## src/rtl/spi_cmd_ctrl.sv

```systemverilog
// SPI command decoder for an LED frame controller: config load,
// pixel streaming into frame RAM and refresh requests to the LED driver.
module spi_cmd_ctrl #(
    parameter int ADDR_WIDTH = 9,
    parameter int CFG_WIDTH  = 8
) (
    input  logic                  clk_i,
    input  logic                  rst_i,
    input  logic                  spi_cs_n_i,
    input  logic                  byte_vld_i,
    input  logic [7:0]            byte_data_i,
    input  logic                  drv_busy_i,
    output logic                  ram_wr_en_o,
    output logic [ADDR_WIDTH-1:0] ram_wr_addr_o,
    output logic [7:0]            ram_wr_data_o,
    output logic [CFG_WIDTH-1:0]  cfg_data_o,
    output logic                  refresh_o
);

    localparam logic [7:0] CMD_CONF    = 8'h2A;
    localparam logic [7:0] CMD_PIXEL   = 8'h2B;
    localparam logic [7:0] CMD_REFRESH = 8'h2C;

    typedef enum logic [1:0] {
        ST_IDLE,
        ST_CONF,
        ST_PIXEL
    } state_t;

    state_t state;
    state_t state_nxt;

    logic cs_meta;
    logic cs_sync;

    logic is_conf;
    logic is_pixel;
    logic is_refresh;

    logic [ADDR_WIDTH-1:0] addr;
    logic [ADDR_WIDTH-1:0] addr_nxt;
    logic                  full;
    logic                  full_nxt;
    logic                  pending;
    logic                  pending_nxt;
    logic                  ref_req;

    logic                  wr_en_nxt;
    logic [ADDR_WIDTH-1:0] wr_addr_nxt;
    logic [7:0]            wr_data_nxt;
    logic [CFG_WIDTH-1:0]  cfg_nxt;
    logic                  refresh_nxt;

    // Chip select crosses in from the SPI domain; idle level is high.
    always_ff @(posedge clk_i) begin
        if (rst_i) begin
            cs_meta <= 1'b1;
            cs_sync <= 1'b1;
        end else begin
            cs_meta <= spi_cs_n_i;
            cs_sync <= cs_meta;
        end
    end

    assign is_conf    = byte_vld_i && (byte_data_i == CMD_CONF);
    assign is_pixel   = byte_vld_i && (byte_data_i == CMD_PIXEL);
    assign is_refresh = byte_vld_i && (byte_data_i == CMD_REFRESH);

    always_ff @(posedge clk_i) begin
        if (rst_i) begin
            state <= ST_IDLE;
        end else begin
            state <= state_nxt;
        end
    end

    always_comb begin
        state_nxt = state;
        unique case (state)
            ST_IDLE: begin
                unique case (1'b1)
                    is_conf:  state_nxt = ST_CONF;
                    is_pixel: state_nxt = ST_PIXEL;
                    default:  state_nxt = ST_IDLE;
                endcase
            end
            ST_CONF: begin
                if (byte_vld_i) begin
                    state_nxt = ST_IDLE;
                end
            end
            ST_PIXEL: state_nxt = ST_PIXEL;
            default:  state_nxt = ST_IDLE;
        endcase
        // A byte in the same cycle is still handled by the
        // output logic for the current state.
        if (cs_sync) begin
            state_nxt = ST_IDLE;
        end
    end

    always_comb begin
        wr_en_nxt   = 1'b0;
        wr_addr_nxt = ram_wr_addr_o;
        wr_data_nxt = ram_wr_data_o;
        cfg_nxt     = cfg_data_o;
        addr_nxt    = addr;
        full_nxt    = full;
        ref_req     = 1'b0;
        unique case (state)
            ST_IDLE: begin
                if (is_pixel) begin
                    addr_nxt = '0;
                    full_nxt = 1'b0;
                end
                ref_req = is_refresh;
            end
            ST_CONF: begin
                if (byte_vld_i) begin
                    cfg_nxt = CFG_WIDTH'(byte_data_i);
                end
            end
            ST_PIXEL: begin
                // Saturate at the top of the frame RAM.
                if (byte_vld_i && !full) begin
                    wr_en_nxt   = 1'b1;
                    wr_addr_nxt = addr;
                    wr_data_nxt = byte_data_i;
                    if (&addr) begin
                        full_nxt = 1'b1;
                    end else begin
                        addr_nxt = addr + ADDR_WIDTH'(1);
                    end
                end
            end
            default: begin
                addr_nxt = addr;
            end
        endcase
        // Requests while busy coalesce into a single later pulse.
        refresh_nxt = (ref_req || pending) && !drv_busy_i && !refresh_o;
        pending_nxt = (ref_req || pending) && !refresh_nxt;
    end

    always_ff @(posedge clk_i) begin
        if (rst_i) begin
            addr          <= '0;
            full          <= 1'b0;
            pending       <= 1'b0;
            ram_wr_en_o   <= 1'b0;
            ram_wr_addr_o <= '0;
            ram_wr_data_o <= '0;
            cfg_data_o    <= '0;
            refresh_o     <= 1'b0;
        end else begin
            addr          <= addr_nxt;
            full          <= full_nxt;
            pending       <= pending_nxt;
            ram_wr_en_o   <= wr_en_nxt;
            ram_wr_addr_o <= wr_addr_nxt;
            ram_wr_data_o <= wr_data_nxt;
            cfg_data_o    <= cfg_nxt;
            refresh_o     <= refresh_nxt;
        end
    end

endmodule
```

## config.mk

```make
export PLATFORM = sky130hd
export DESIGN_NAME = spi_cmd_ctrl
export DESIGN_NICKNAME = d
export VERILOG_FILES = /design/src/rtl/spi_cmd_ctrl.sv
export SDC_FILE = /design/constraint.sdc
export NUM_CORES = 1
export LEC_CHECK = 0
export ABC_AREA = 1
export CAP_MARGIN = 20
export CORE_MARGIN = 3
export CORE_UTILIZATION = 49
export DETAILED_ROUTE_END_ITERATION = 8
export HOLD_SLACK_MARGIN = 0.02
export PLACE_DENSITY_LB_ADDON = 0.05
export SYNTH_ARGS = -nofsm -noshare
export SYNTH_HDL_FRONTEND = slang
export SYNTH_SLANG_ARGS = --single-unit
```

## constraint.sdc

```tcl
create_clock -name clk_i -period 1.85 [get_ports clk_i]
set_input_delay 0.555 -clock clk_i [delete_from_list [all_inputs] [get_ports clk_i]]
set_output_delay 0.555 -clock clk_i [all_outputs]
set_load 0.01 [all_outputs]
```

# == After elaboration in Yosys (flattened, before gate mapping) ==
# Index checks and enable logic that the tools add are counted.
# totals
wordCells,57
input_bits,13
output_inout_bits,27
regBits,42
# classes
bitwise_logic,1
n_eq_ne,10
addsub,1
muxes,13
n_reduce_logical,21
# op_table
op,n
2-to-1 mux 9 bit,3
"== test 8 x 6 -> 1 bit, second input constant",3
case mux 9 bit (2 select lines),1
"!= test 2 bit, second input constant",5
"adder 9 x 1 -> 9 bit, second input constant",1
AND reduction 9 bit,1
AND reduction 4 bit,2
logical AND 1 bit,7
case mux 2 bit (3 select lines),1
2-to-1 mux 1 bit,5
zero test 1 bit,4
case mux 2 bit (2 select lines),1
AND reduction 2 bit,2
OR reduction 2 bit,2
"== test 2 x 1 -> 1 bit, second input constant",1
"== test 2 bit, second input constant",1
zero test 2 bit,1
2-to-1 mux 2 bit,1
case mux 1 bit (2 select lines),1
nonzero test 2 bit,1
logical OR 1 bit,1
inverter 1 bit,1

# == Longest topological paths before layout ==
# depth
word_depth,8
mapped_depth,11
mapped_depth_nobuf,11

# == Worst setup path before layout ==
# No wires, ideal clock.
# synth_path
path_kind,reg2reg
startpoint,reg addr[1]
endpoint,reg addr[6]
required_ns,1.714
setup_ns,0.136
slack_ns,0.230
period_less_slack_ns,1.620
n_path_buf,0
stages_incl_launch_ff,12
arrival_time_ns,1.484
path_cell_list,dfxtp_1 -> ha_1 -> nand2_1 -> nor2_1 -> nand3_1 -> nor2_1 -> ha_1 -> inv_1 -> nand2_4 -> nand2_4 -> nand2_1 -> a21oi_2
# synth_via
elab_chain_cells,4
word_cells_on_any_way,7
classes_between,1 x add/sub; 1 x eq/ne; 3 x mux; 2 x reduce/logical
# synth_rtl
element,line,text
from (decl),40,logic [ADDR_WIDTH-1:0] addr;
from (signal assigned),156,addr <= addr_nxt;
adder 9 x 1 -> 9 bit,132,addr_nxt = addr + ADDR_WIDTH'(1);
2-to-1 mux 9 bit,129,if (&addr) begin
2-to-1 mux 9 bit,125,if (byte_vld_i && !full) begin
case mux 9 bit (2 select lines),110,unique case (state)
# Parallel ways exist; a longest one is shown, timed or not. The select of a mux whose other input is x is not followed.
# A chain may end at the register's enable or synchronous reset.

# == Worst setup path after layout ==
# layout_path
startpoint,reg ram_wr_addr_o[2]
endpoint,out ram_wr_addr_o[2]
# layout_rtl
element,line,text
from (decl),14,"output logic [ADDR_WIDTH-1:0] ram_wr_addr_o,"
from (signal assigned),160,ram_wr_addr_o <= wr_addr_nxt;
# No word-level cell between the ends.

==> summary.md <==
| Metric | Value |
|---|---|
| Outcome | `finished clean` |
| WP buf/inv | `1` |
| Commonest non-fill, non-tap cell in the layout | `dfxtp_1` |
| #FFs+latches synth | `42` |
| Endpoints failing hold | `0` |
| Worst path max stage delay | `0.56 ns` |
| Post-synth ARST share | `0%` |
| Worst Path Required | `1.29 ns` |
| CP max stage cell | `clkdlybuf4s50_1` |
| Largest net degree at the start of global routing | `30` |
| Critical-path maximum fanout | `2` |
| Period Utilization, post-route | `94.8%` |
| Worst min-delay path category | `reg -> reg` |
| Most used DFF post-synth | `dfxtp_1` |
| Area grow syn2layout | `40.3%` |
| Top cells by area, synth | `dfxtp_1 47%, nor2_1 7.1%, o21ai_0 6.7%, nand2_1 6.5%, a21oi_1 6.1%` |
| Slew Limit Fails | `0` |
| Register cell area after layout | `842 µm²` |
| Post-route insts no fill | `approximately 340` |
| Number of antenna violations at the first check in global routing | `0` |
| Total Routed Length | `around 4 mm` |
| Die X-Extent | `around 67 µm` |
| Sequential area share after synthesis | `46.7%` |
| Fmax | `570 MHz` |
| Post-DRT Antenna Nets | `0` |
| Global-route wire length before repair | `6.62 mm` |
| H-Tree Depth | `2` |
| Routability cong. | `around 0.86` |
| Max-cap check violation count | `0` |
| CP endpoint kind | `output port` |
| Mean Syn Cell Area | `7.73 µm²` |
| Main combinational cell family by area after synthesis | `simple AND/OR/NAND/NOR gates` |
| Vias | `1655` |
| Layout Skew | `0.00301 ns` |
| R2R Path Start | `addr[0]` |
| Setup Fix Bufs, Post-CTS | `0` |
| CTS tree | `yes` |
| Complex-gate fraction of the synthesized area | `16.9%` |
| Clk slew on worst S/H paths | `around 0.080 ns` |
| Antenna diode count | `0` |
| CTS Buffer Depth | `2` |
| Cells after synthesis | `233` |
| Gr usage total | `19.5%` |
| Initial core utilization | `52.3%` |
| Simple-Gate Fraction of Synth Area | `26.7%` |
| Final setup viols | `0` |
| Core Region | `3440 µm²` |
| EDFF count, synth | `0` |
| DP Cell Count | `between 300 and 400` |
| Static leakage | `0.978 nW` |
| Worst ir drop on vdd | `429 µV` |
| TNS Setup | `0 ns` |
| Clk Latency, worst-skew pair | `between 0.2 and 0.3 ns` |
| Multiplexer share of the synthesized area | `0%` |
| Clock root cell | `clkbuf_8` |
| Crit path time final | `between 1.5 and 2 ns` |
| Share of the synthesized area in the top cell type | `46.7%` |
| Cts hold-fix bufs | `0` |
| Synth warn | `0` |
| CTS sink count | `42` |
| Post-cts sizing count | `0` |
| # DRC | `0` |
| Top Usage Layer GRT | `met2` |
| Routed vias/inst | `4.88` |
| Critical path cell sequence | `clkdlybuf4s50_1` |
| CTS buffer count | `5` |
| Worst-margin pin slew | `~0.45 ns` |
| Unrepaired setup endpoints after global routing | `no` |
| Crit path from | `ram_wr_addr_o[2]` |
| Share of layout cells above drive strength 1 | `18.1%` |
| Worst Reg-to-Reg Cells | `11` |
| # IOs | `40` |
| Worst setup path end | `ram_wr_addr_o[2]` |
| Largest area contributor in the netlist | `dfxtp_1` |
| DPL Wire Length | `2.92 mm` |
| Row cnt | `21` |
| Vias in the first global route | `1458` |
| Gr ovfl total | `0` |
| Post-synthesis adder-cell area fraction | `1.39%` |
| DIE HEIGHT | `approximately 67 µm` |
| Reg-to-Reg End | `addr[5]` |
| PD cells | `about 730 nW/µm²` |
| R2R Setup Slk | `around 0.19 ns` |
| Synth Area in XOR/XNOR | `0.486%` |
| Max-slew headroom | `69.7%` |
| DR WL/cell | `11.8 µm` |
| Iteration-0 DRC Markers | `91` |
| Synthesized net count | `248` |
| Distinct cells, synth | `30` |
| CP delay by family, top | `buffers and inverters` |
| Layout net count | `about 310` |
| GRT met3 Usage | `5.23%` |
| Port Buffer Count | `39` |
| Met1 usage | `between 20% and 30%` |
| Most frequent cells in the layout | `41 x dfxtp_1, 39 x clkdlybuf4s50_1, 32 x nor2_1` |
| WS Path Type | `reg -> out` |
| Area of the multi-input gates | `832 µm²` |
| Met2 Use GR | `between 20% and 30%` |
| Mapped cell area | `1800 µm²` |
| Hold path depth | `1` |
| Worst path depth | `1` |
| Final hold slack | `0.429 ns` |
| Pre-antenna DRT Iters | `4` |
| Startpoint types | `flip-flop` |
| FILL cells | `265` |
| CP Data Arrival Time | `~1.2 ns` |
| Die Footprint | `about 4400 µm²` |
-- Yosys cell counts (2+ instances only) --
library cell / number
dfxtp_1: 42
nor2_1: 34
nand2_1: 31
o21ai_0: 24
inv_1: 23
a21oi_1: 22
nand3_1: 15
a21oi_2: 6
inv_2: 3
nor3b_1: 3
o21ai_1: 3
or2_2: 3
buf_1: 2
buf_2: 2
clkbuf_1: 2
ha_1: 2
nand2_4: 2
nand3b_1: 2
-- metal layers --
| metal | up-vias | part of all wire [%] |
|---|---|---|
| li1 | 873 | - |
| met1 | 735 | 48 |
| met2 | 43 | 44 |
| met3 | 4 | 6.4 |
| met4 | 0 | 1.3 |
| met5 | - | 0 |
-- layout make-up --
class,instances,area share [%]
clock inverter,3,2.72
multi-input combinational,157,32.9
inverter,26,3.86
sequential,42,33.3
tap,46,2.28
timing repair buffer,60,22.2
clock buffer,5,2.72
-- cell families after synthesis --
kind of cell,count (synthesis)
simple gates,98
fa+ha+maj,2
compound gates,56
xor+xnor,1
buf+inv,34
flops,42
-- sequential cells by signal (all words and copies together), names as in the netlist --
signal and flops:
state 2, cs_meta 1, ram_wr_data_o 8, cs_sync 1, refresh_o 1, pending 1
ram_wr_addr_o 9, cfg_data_o 8, full 1, addr 9, ram_wr_en_o 1
-- through the flow --
| step | setup slack (ns) | total power [W] | util (%) | area [µm²] |
|---|---|---|---|---|
| floorplan | 0.230 | 0.000957 | - | 1800 |
| global placement | -0.113 | 0.00102 | 69.0 | 2380 |
| detailed placement | -0.166 | 0.00102 | 69.0 | 2380 |
| CTS | 0.0861 | 0.00187 | 73.0 | 2510 |
| global route | 0.00881 | 0.00190 | 73.4 | 2530 |
| finish | 0.0964 | 0.00185 | 73.4 | 2530 |
-- worst min path at each step --
stage	start	to	slack (ns)
2_1_floorplan	cs_meta	cs_sync	0.39
4_1_cts	cs_meta	cs_sync	0.43
6_report	cs_meta	cs_sync	0.43
3_3_place_gp	cs_meta	cs_sync	0.39
3_5_place_dp	cs_meta	cs_sync	0.40
5_1_grt	cs_meta	cs_sync	0.45
-- report_power, final --
part           internal (W)  switching [W]
clock              0.000541       0.000318
combinational     0.0000499      0.0000396
sequential         0.000905    0.000000524
total               0.00150       0.000358
(Power assumes the default switching activity.)
